[src/rtl/instr_fetch.sv]
// MIPS instruction fetch stage: owns the PC, fetches over req/ack,
// holds the word in IR and steers the next PC at accept.
module instr_fetch #(
    parameter logic [31:0] RESET_PC = 32'h0000_0000
) (
    input  logic        clk,
    input  logic        rst,
    output logic        imem_req,
    output logic [31:0] imem_addr,
    input  logic        imem_ack,
    input  logic [31:0] imem_rdata,
    output logic [31:0] instr,
    output logic [5:0]  op,
    output logic [5:0]  funct,
    output logic        instr_valid,
    input  logic        instr_ready,
    input  logic        zero,
    output logic [31:0] pc,
    output logic [31:0] retired
);

    typedef enum logic [1:0] {
        IDLE,
        FETCH,
        HOLD
    } state_t;

    localparam logic [5:0] OP_BEQ = 6'b000100;
    localparam logic [5:0] OP_J   = 6'b000010;

    state_t      state;
    state_t      state_nxt;
    logic [31:0] pc_q;
    logic [31:0] pc_nxt;
    logic [31:0] ir_q;
    logic [31:0] ir_nxt;
    logic [31:0] ret_q;
    logic [31:0] ret_nxt;
    logic [31:0] pc4;
    logic [31:0] br_off;
    logic [31:0] next_pc;

    assign pc4    = pc_q + 32'd4;
    assign br_off = {{14{ir_q[15]}}, ir_q[15:0], 2'b00};

    // zero is only meaningful for the held instruction at accept
    always_comb begin
        next_pc = pc4;
        unique case (1'b1)
            (ir_q[31:26] == OP_BEQ) && zero: next_pc = pc4 + br_off;
            (ir_q[31:26] == OP_J):           next_pc = {pc4[31:28], ir_q[25:0], 2'b00};
            default:                         next_pc = pc4;
        endcase
    end

    always_comb begin
        state_nxt = state;
        pc_nxt    = pc_q;
        ir_nxt    = ir_q;
        ret_nxt   = ret_q;
        unique case (state)
            IDLE: state_nxt = FETCH;
            FETCH: begin
                if (imem_ack) begin
                    ir_nxt    = imem_rdata;
                    state_nxt = HOLD;
                end
            end
            HOLD: begin
                if (instr_ready) begin
                    pc_nxt    = next_pc;
                    ret_nxt   = ret_q + 32'd1;
                    state_nxt = FETCH;
                end
            end
            default: state_nxt = IDLE;
        endcase
    end

    always_ff @(posedge clk or negedge rst) begin
        if (!rst) begin
            state <= IDLE;
            pc_q  <= RESET_PC;
            ir_q  <= '0;
            ret_q <= '0;
        end else begin
            state <= state_nxt;
            pc_q  <= pc_nxt;
            ir_q  <= ir_nxt;
            ret_q <= ret_nxt;
        end
    end

    assign imem_req    = (state == FETCH);
    assign instr_valid = (state == HOLD);
    assign imem_addr   = pc_q;
    assign pc          = pc_q;
    assign instr       = ir_q;
    assign op          = ir_q[31:26];
    assign funct       = ir_q[5:0];
    assign retired     = ret_q;

endmodule
[config.mk]
export PLATFORM = sky130hd
export DESIGN_NAME = instr_fetch
export DESIGN_NICKNAME = d
export VERILOG_FILES = /design/src/rtl/instr_fetch.sv
export SDC_FILE = /design/constraint.sdc
export NUM_CORES = 1
export LEC_CHECK = 0
export BUFFER_PORTS_ARGS = -buffer_cell sky130_fd_sc_hd__buf_2
export CAP_MARGIN = 30
export CORE_MARGIN = 5
export CORE_UTILIZATION = 48
export DETAILED_ROUTE_END_ITERATION = 8
export HOLD_SLACK_MARGIN = 0.12
export PLACE_DENSITY = 0.74
export SETUP_SLACK_MARGIN = 0.1
export SLEW_MARGIN = 20
export SYNTH_ARGS = -nofsm -noshare
export SYNTH_HDL_FRONTEND = slang
export SYNTH_SLANG_ARGS = --single-unit
[constraint.sdc]
create_clock -name clk -period 4.01 [get_ports clk]
set_input_delay 0.802 -clock clk [delete_from_list [all_inputs] [get_ports clk]]
set_output_delay 0.802 -clock clk [all_outputs]
set_load 0.05 [all_outputs]
; Word level (Yosys, flattened, before mapping)
; Index checks and enable logic that the tools add are counted.
[totals]
regBits = 98
latch_bits = 0
ram_bits = 0
rom_bits = 0
in_bits = 37
out_inout_bits = 142
word_cells = 22
mem_count = 0
[op_classes]
n_addsub = 3
n_mul = 0
div_mod_pow = 0
n_lt_le_gt_ge = 0
eq_ne = 6
n_shift = 0
muxes = 4
bitwise_logic = 0
n_reduce_logical = 5
[op_table]
columns = op, count
row1 = $pmux W32 S2, 1
row2 = $add A32 B1 Y32 const B, 1
row3 = $add A32 B3 Y32 const B, 1
row4 = $add A32 B32 Y32, 1
row5 = $eq A6 B2 Y1 const B, 1
row6 = $eq A6 B3 Y1 const B, 1
row7 = $pmux W2 S3, 1
row8 = $reduce_and A2 Y1, 3
row9 = $mux W2, 2
row10 = $ne A2 B1 Y1 const B, 2
row11 = $eq A2 B1 Y1 const B, 1
row12 = $eq A2 B2 Y1 const B, 1
row13 = $logic_not A2 Y1, 1
row14 = $logic_and A1 B1 Y1, 1

; Longest topological paths before layout
; Gate-level depths: netlist of run 1.
[depth]
depth_word = 3
depth_mapped = 18
depth_no_buf = 16

; Least setup slack after synthesis of run 1
; No wires, ideal clock.
[synth_path]
kind = flip-flop to flip-flop
start = reg pc_q[8] (netlist: imem_addr[8])
end = reg pc_q[31] (netlist: imem_addr[31])
setup_time_ns = 0.140
arrival_time_ns = 3.649
t_required_ns = 3.870
setup_slack_ns = 0.221
stages_incl_launch_ff = 16
path_buffers = 1
path_cell_list = dfrtp_1 -> buf_2 -> nand4_1 -> nor3_4 -> nand3_1 -> xnor2_1 -> ha_1 -> a21oi_1 -> nor2_1 -> a211oi_1 -> a31oi_2 -> o211ai_2 -> a211oi_1 -> a2111o_1 -> o211ai_2 -> o311ai_1
[synth_between]
elab_chain_cells = 3
[synth_rtl]
columns = element, line
row1 = "start, declared", 33  ; logic [31:0] pc_q;
row2 = "start signal, assigned", 88  ; pc_q <= pc_nxt;
row3 = $add A32 B3 Y32 *, 43  ; assign pc4 = pc_q + 32'd4;
row4 = $add A32 B32 Y32, 50  ; (ir_q[31:26] == OP_BEQ) && zero: next_pc = pc4 + br_off;
row5 = $pmux W32 S2 *, 49  ; unique case (1'b1)
; Mark *: on every way between the ends. The rest lies on a longest branch, timed or not.
; A chain may end at the register's enable or synchronous reset.

; Final worst setup path of run 1
[layout_path]
start = reg pc_q[11] (netlist: imem_addr[11])
end = reg pc_q[26] (netlist: imem_addr[26])
; Same word-level chain as after synthesis.

==> run_results.csv, run 1 <==
group,metric,value,unit
run,maxCapViolCount,0,
synth,synthFlopType,"dfrtp_1",
synth,synth_edf_count,0,
detailed_routing,via_per_inst,5.55,
synth,ys_async_sr_fraction,100,%
sta,slew_viol_final,0,
worst_setup_path,path_buf_inv,2,
sta,fin_tns_setup,0,ps
synth,syn_inst,714,
global_routing,grt_overflow,0,
floorplanning,start_util,48.4,%
place,dpl.hpwl,12.6,mm
clock_tree,tritoncts,"built",
layout,area_growth,18.9,%
place,place.gp.congestion,0.904,
worst_setup_path,critPathMaxStageDelay,410,ps
worst_setup_path,cp_top_family,"compound AO/OA/AOI/OAI gates",
synth,yosysWarnings,0,
floorplanning,fp.dieW,128,um
sta,relSlewSlack,45.5,%
detailed_routing,dr.pass1.iters,5,
worst_setup_path,cp.arrival,3970,ps
worst_setup_path,critPathKind,"reg -> reg",
global_routing,track_usage,20.6,%
layout,nNetsFinal,935,
clock_tree,max-clock-path-buffers,2,
synth,ys_ff_latch,96,
run_status,status,"finished clean",
sta,hold_violations,0,
clock_tree,cts_root_buf,"clkbuf_16",
worst_setup_path,ff2ff_path_depth,17,
layout,drive_gt1_share,31.9,%
sta,worst_clock_skew,4.84,ps
sta,max_freq,268,MHz
synth,synth_area_per_cell,9.33,um2
detailed_routing,drc_errors,0,
synth,synth_area_leaders,"dfrtp_1 36%, xnor2_1 7.8%, ha_1 6.9%",
synth,ys_seq_area_share,36.0,%
global_routing,grt_pass1_vias,5582,
layout,nFillCells,1260,
worst_setup_path,start_kind,"flip-flop",
floorplanning,die_h,128,um
min_path,hp-class,"in -> async",
worst_setup_path,crit_fanout,5,
sta,rsz0062_at_grt,"false",
floorplanning,row_count,43,
clock_tree,clkSinkCount,96,
worst_setup_path,required,4250,ps
sta,setup_viol,0,
worst_setup_path,rrSetupSlack,280,ps
worst_setup_path,timing.rr.start,"imem_addr[11]",
synth,yosysUniqueCellTypes,65,
synth,yosys.area.top_type,"dfrtp_1",
worst_setup_path,critical_path_depth,17,
floorplanning,core,13800,um2
detailed_routing,routed_wl,17.1,mm
sta,fin_crit,3730,ps
global_routing,antenna_found_initial,0,
detailed_routing,antenna_left,0,
layout,finish.utilization,57.5,%
floorplanning,die_area,16300,um2
synth,synth_area,6660,um2
synth,synth_top_area_share,36.0,%
worst_setup_path,endpoint_kind,"flip-flop",
worst_setup_path,path_cells,"nand4_1 -> buf_4 -> nor4_4 -> buf_4 -> and3_2 -> nand3_1 -> xnor2_1 -> ha_1 -> a21oi_1 -> o21ai_1 -> a21o_1 -> a21o_1 -> a211oi_2 -> xor2_1 -> nor2_1 -> a221oi_1 -> o21ai_1",
clock_tree,clkTransAtPathRegs,70,ps
detailed_routing,drt_first_iter_violations,258,
detailed_routing,vias,5797,
floorplanning,ios,179,
sta,min_period_over_period,93.1,%
detailed_routing,wire_per_inst,16.4,um
place,portBuffers,174,
clock_tree,htreeDepth,3,
clock_tree,clock_latency,350,ps
global_routing,grt_max_degree,46,
synth,yosysMostFrequentCell,"dfrtp_1",
global_routing,grt_pass1_wl,27.6,mm
sta,tightest_slew,817,ps
worst_setup_path,rr_endpoint,"imem_addr[26]",
clock_tree,ctsHoldBuffers,0,
clock_tree,numCtsBuffers,9,
layout,diodes,0,
worst_setup_path,cpMaxStageDelayCell,"dfrtp_2",
synth,synth_commonest_cells,"96 x dfrtp_1, 69 x nand2_1, 59 x xnor2_1",
repair_timing:
action,4_1_cts,5_1_grt
endpoints found under the hold margin,0,0
setup buffers,0,14
endpoints found under the setup margin,0,10
resized for setup,0,19
metal layers:
layer,routed length [um],track usage [%]
met1,7690,28.3
met2,8110,34.0
met3,1130,3.46
met4,217,4.99
met5,0,0
stage by stage:
stage	instance area, um2	std cells	worst slack, ps	hold slack [ps]
floorplan	6680	717	221	457
global placement	7430	1014	332	458
detailed placement	7430	1014	156	459
CTS	7730	1030	119	468
global route	7930	1045	62.0	504
finish	7930	1045	278	451
worst register-to-register path: stages, from the launching register on:
cell	delay, ps
dfrtp_2	410
nand4_1	130
buf_4	170
nor4_4	200
buf_4	180
and3_2	240
nand3_1	120
xnor2_1	250
ha_1	330
a21oi_1	190
o21ai_1	120
a21o_1	180
a21o_1	170
a211oi_2	350
xor2_1	210
nor2_1	60
a221oi_1	240
o21ai_1	80
state kept, by name, indices dropped and copies added (netlist names):
name,cells
retired,32
instr,32
imem_addr,30
state,2
layout make-up:
cell class | count | area, um2 | share of cell area, %
clock buffer | 10 | 229 | 2.89
clock inverter | 6 | 72.6 | 0.916
inverter | 16 | 60.1 | 0.758
multi-input combinational | 536 | 3840 | 48.5
sequential | 96 | 2410 | 30.4
tap | 180 | 225 | 2.84
timing repair buffer | 201 | 1080 | 13.7
cell usage in the layout, fill, tap and decap left out, types with 3 or more instances in the layout:
cell / synthesis / final
or3_1: 3 / 3
inv_1: 16 / 16
buf_4: 48 / 27
nand3_1: 31 / 31
nand2_1: 69 / 69
o31a_1: 3 / 3
clkbuf_16: 0 / 9
nand4_1: 12 / 12
o21bai_1: 4 / 4
a21oi_1: 36 / 36
nor2b_1: 5 / 5
and3_1: 13 / 12
nor3_1: 8 / 7
mux2_2: 32 / 32
dfrtp_1: 96 / 89
o211ai_1: 3 / 3
a21o_1: 11 / 11
o21ai_1: 19 / 19
a31oi_1: 10 / 10
dfrtp_2: 0 / 7
nand2b_1: 8 / 8
ha_1: 37 / 36
and2_1: 6 / 6
o21ai_0: 17 / 17
and4_1: 6 / 6
a211oi_1: 9 / 6
nor2_1: 44 / 44
xnor2_1: 59 / 58
buf_2: 7 / 173
o21a_1: 5 / 5
xor2_1: 20 / 20
a22oi_1: 10 / 10
conb_1: 1 / 4
a221oi_1: 15 / 15
a211oi_2: 1 / 3
inv_6: 0 / 4
how the worst max path moves through the flow:
stage / slack [ps] / to / start
after floorplan: 220 / imem_addr[31] / imem_addr[8]
after global routing: 60 / imem_addr[26] / imem_addr[11]
after global placement: 330 / imem_addr[26] / imem_addr[8]
after detailed placement: 160 / imem_addr[26] / imem_addr[8]
after CTS: 120 / imem_addr[26] / imem_addr[8]
final: 280 / imem_addr[26] / imem_addr[11]
cell families (layout without fill, tap and decap cells):
family / after synthesis / count (layout) / synth area share [%]
adders and majority gates: 38 / 38 / 7.25
AOI/OAI and AO/OA: 163 / 163 / 16.4
and+or+nand+nor: 219 / 219 / 16.7
DFF: 96 / 96 / 36.0
buffers and inverters: 85 / 233 / 7.62
other: 1 / 4 / 0.0563
xor gates and xnor gates: 79 / 79 / 10.4
muxes: 33 / 33 / 5.56
Power of run 1 is not shown: default switching activity piles up to over one toggle a cycle in this logic, so the estimate is an artifact.
==> inputs of run 2 (changes only) <==
==> constraint.sdc (replaced) <==
create_clock -name clk -period 4 [get_ports clk]
set_input_delay 0.8 -clock clk [delete_from_list [all_inputs] [get_ports clk]]
set_output_delay 0.8 -clock clk [all_outputs]
set_load 0.05 [all_outputs]
==> run_results.csv, run 2 (synthesis results as in run 1) <==
group,metric,value,unit
worst_setup_path,start_kind,"flip-flop",
sta,fin_tns_setup,0,ps
layout,final_cell_mix,"173 x buf_2, 90 x dfrtp_1, 69 x nand2_1",
clock_tree,tritoncts,"built",
detailed_routing,routed_wl,16.9,mm
worst_setup_path,crit_fanout,6,
worst_setup_path,cpMaxStageDelayCell,"dfrtp_1",
detailed_routing,drc_errors,0,
floorplanning,die_area,16300,um2
floorplanning,start_util,48.4,%
run_status,status,"finished clean",
global_routing,track_usage,20.6,%
worst_setup_path,critPathMaxStageDelay,440,ps
worst_setup_path,endpoint_kind,"flip-flop",
global_routing,grt_pass1_wl,27.5,mm
sta,relSlewSlack,37.1,%
place,portBuffers,174,
worst_setup_path,required,4190,ps
clock_tree,clkTransAtPathRegs,70,ps
layout,nFillCells,1294,
floorplanning,die_h,128,um
sta,worst_clock_skew,7.87,ps
sta,max_freq,267,MHz
clock_tree,cts_root_buf,"clkbuf_16",
layout,seq_area,2410,um2
layout,nNetsFinal,927,
detailed_routing,via_per_inst,5.55,
detailed_routing,antenna_left,0,
run,maxCapViolCount,0,
clock_tree,numCtsBuffers,9,
sta,setup_viol,0,
layout,final_common_cell,"buf_2",
worst_setup_path,path_cells,"nand4_1 -> buf_4 -> nor3_4 -> buf_4 -> nand2_1 -> xnor2_1 -> ha_1 -> and4_1 -> o311ai_1 -> a21o_1 -> a31oi_4 -> o211ai_2 -> a21o_1 -> a2111o_1 -> o211ai_2 -> o311ai_1",
layout,multi_input_area,3830,um2
global_routing,grt_pass1_vias,5580,
detailed_routing,dr.pass1.iters,5,
floorplanning,ios,179,
layout,drive_gt1_share,31.4,%
detailed_routing,vias,5761,
clock_tree,htreeDepth,3,
sta,min_period_over_period,93.5,%
sta,slew_viol_final,0,
sta,worst_hold_slack,445,ps
layout,area_growth,17.7,%
detailed_routing,drt_first_iter_violations,287,
clock_tree,max-clock-path-buffers,2,
floorplanning,core,13800,um2
clock_tree,clkSinkCount,96,
worst_setup_path,critPathKind,"reg -> reg",
sta,tightest_slew,942,ps
floorplanning,row_count,43,
floorplanning,fp.dieW,128,um
clock_tree,clock_latency,350,ps
detailed_routing,wire_per_inst,16.3,um
sta,rsz0062_at_grt,"true",
global_routing,grt_max_degree,46,
sta,hold_violations,0,
min_path,hp-class,"in -> async",
sta,fin_crit,3740,ps
place,place.gp.congestion,0.906,
clock_tree,ctsHoldBuffers,0,
place,dpl.hpwl,12.6,mm
worst_setup_path,cp.arrival,3940,ps
global_routing,antenna_found_initial,0,
global_routing,grt_overflow,0,
[run 2: what timing repair did]
item | 4_1_cts | 5_1_grt
buffers inserted | 0 | 7
gates resized for setup | 0 | 19
hold endpoints to repair | 0 | 0
endpoints found under the setup margin | 0 | 10
[run 2: path summary, 6_finish.rpt]
kind	start	endpoint	slack [ps]	cells after the start
max in group asynchronous	rst	imem_addr[2]	2730	2
min reg2reg	retired[31]	retired[31]	470	1
min in group clk	retired[31]	retired[31]	470	1
max	imem_addr[11]	imem_addr[31]	260	16
max reg2reg	imem_addr[11]	imem_addr[31]	260	16
min	rst	instr[19]	450	1
[run 2: cell type report]
| type | instances | area share, % |
|---|---|---|
| diodes | 1 | 0.0319 |
| clock buffers | 11 | 2.97 |
| clock inverters | 5 | 0.814 |
| inverters | 16 | 0.766 |
| multi-input cells | 536 | 48.9 |
| flip-flops and latches | 96 | 30.7 |
| well taps | 180 | 2.87 |
| repair buffers | 193 | 13.0 |
[run 2: routing by layer]
metal | vias to the layer above | share of wire (%) | wire length [um] | global-route usage [%]
met2 | 174 | 47 | 7910 | 33.5
met5 | - | 0 | 0 | 0
li1 | 2799 | - | - | -
met1 | 2775 | 46 | 7710 | 28.3
met3 | 13 | 6.6 | 1120 | 4.83
met4 | 0 | 1.0 | 170 | 4.18
[run 2: through the flow]
| step | setup WS (ps) | cells | utilization, % | instance area (um2) |
|---|---|---|---|---|
| finish | 258 | 1038 | 56.9 | 7840 |
| global route | 71.2 | 1037 | 56.9 | 7840 |
| CTS | 175 | 1030 | 56.1 | 7720 |
| detailed placement | 201 | 1014 | 53.9 | 7430 |
| global placement | 327 | 1014 | 53.9 | 7430 |
| floorplan | 211 | 717 | - | 6680 |
[run 2: worst max-delay path, delay by kind of cell (launching register included)]
family | cells | cell delay [ps]
buffers and inverters | 2 | 380
XOR/XNOR | 1 | 170
AND/OR/NAND/NOR | 4 | 780
adder cells (fa/ha/maj) | 1 | 360
AO/OA/AOI/OAI | 8 | 1460
flip-flops | 1 | 440
Power of run 2 is left out for the same reason.
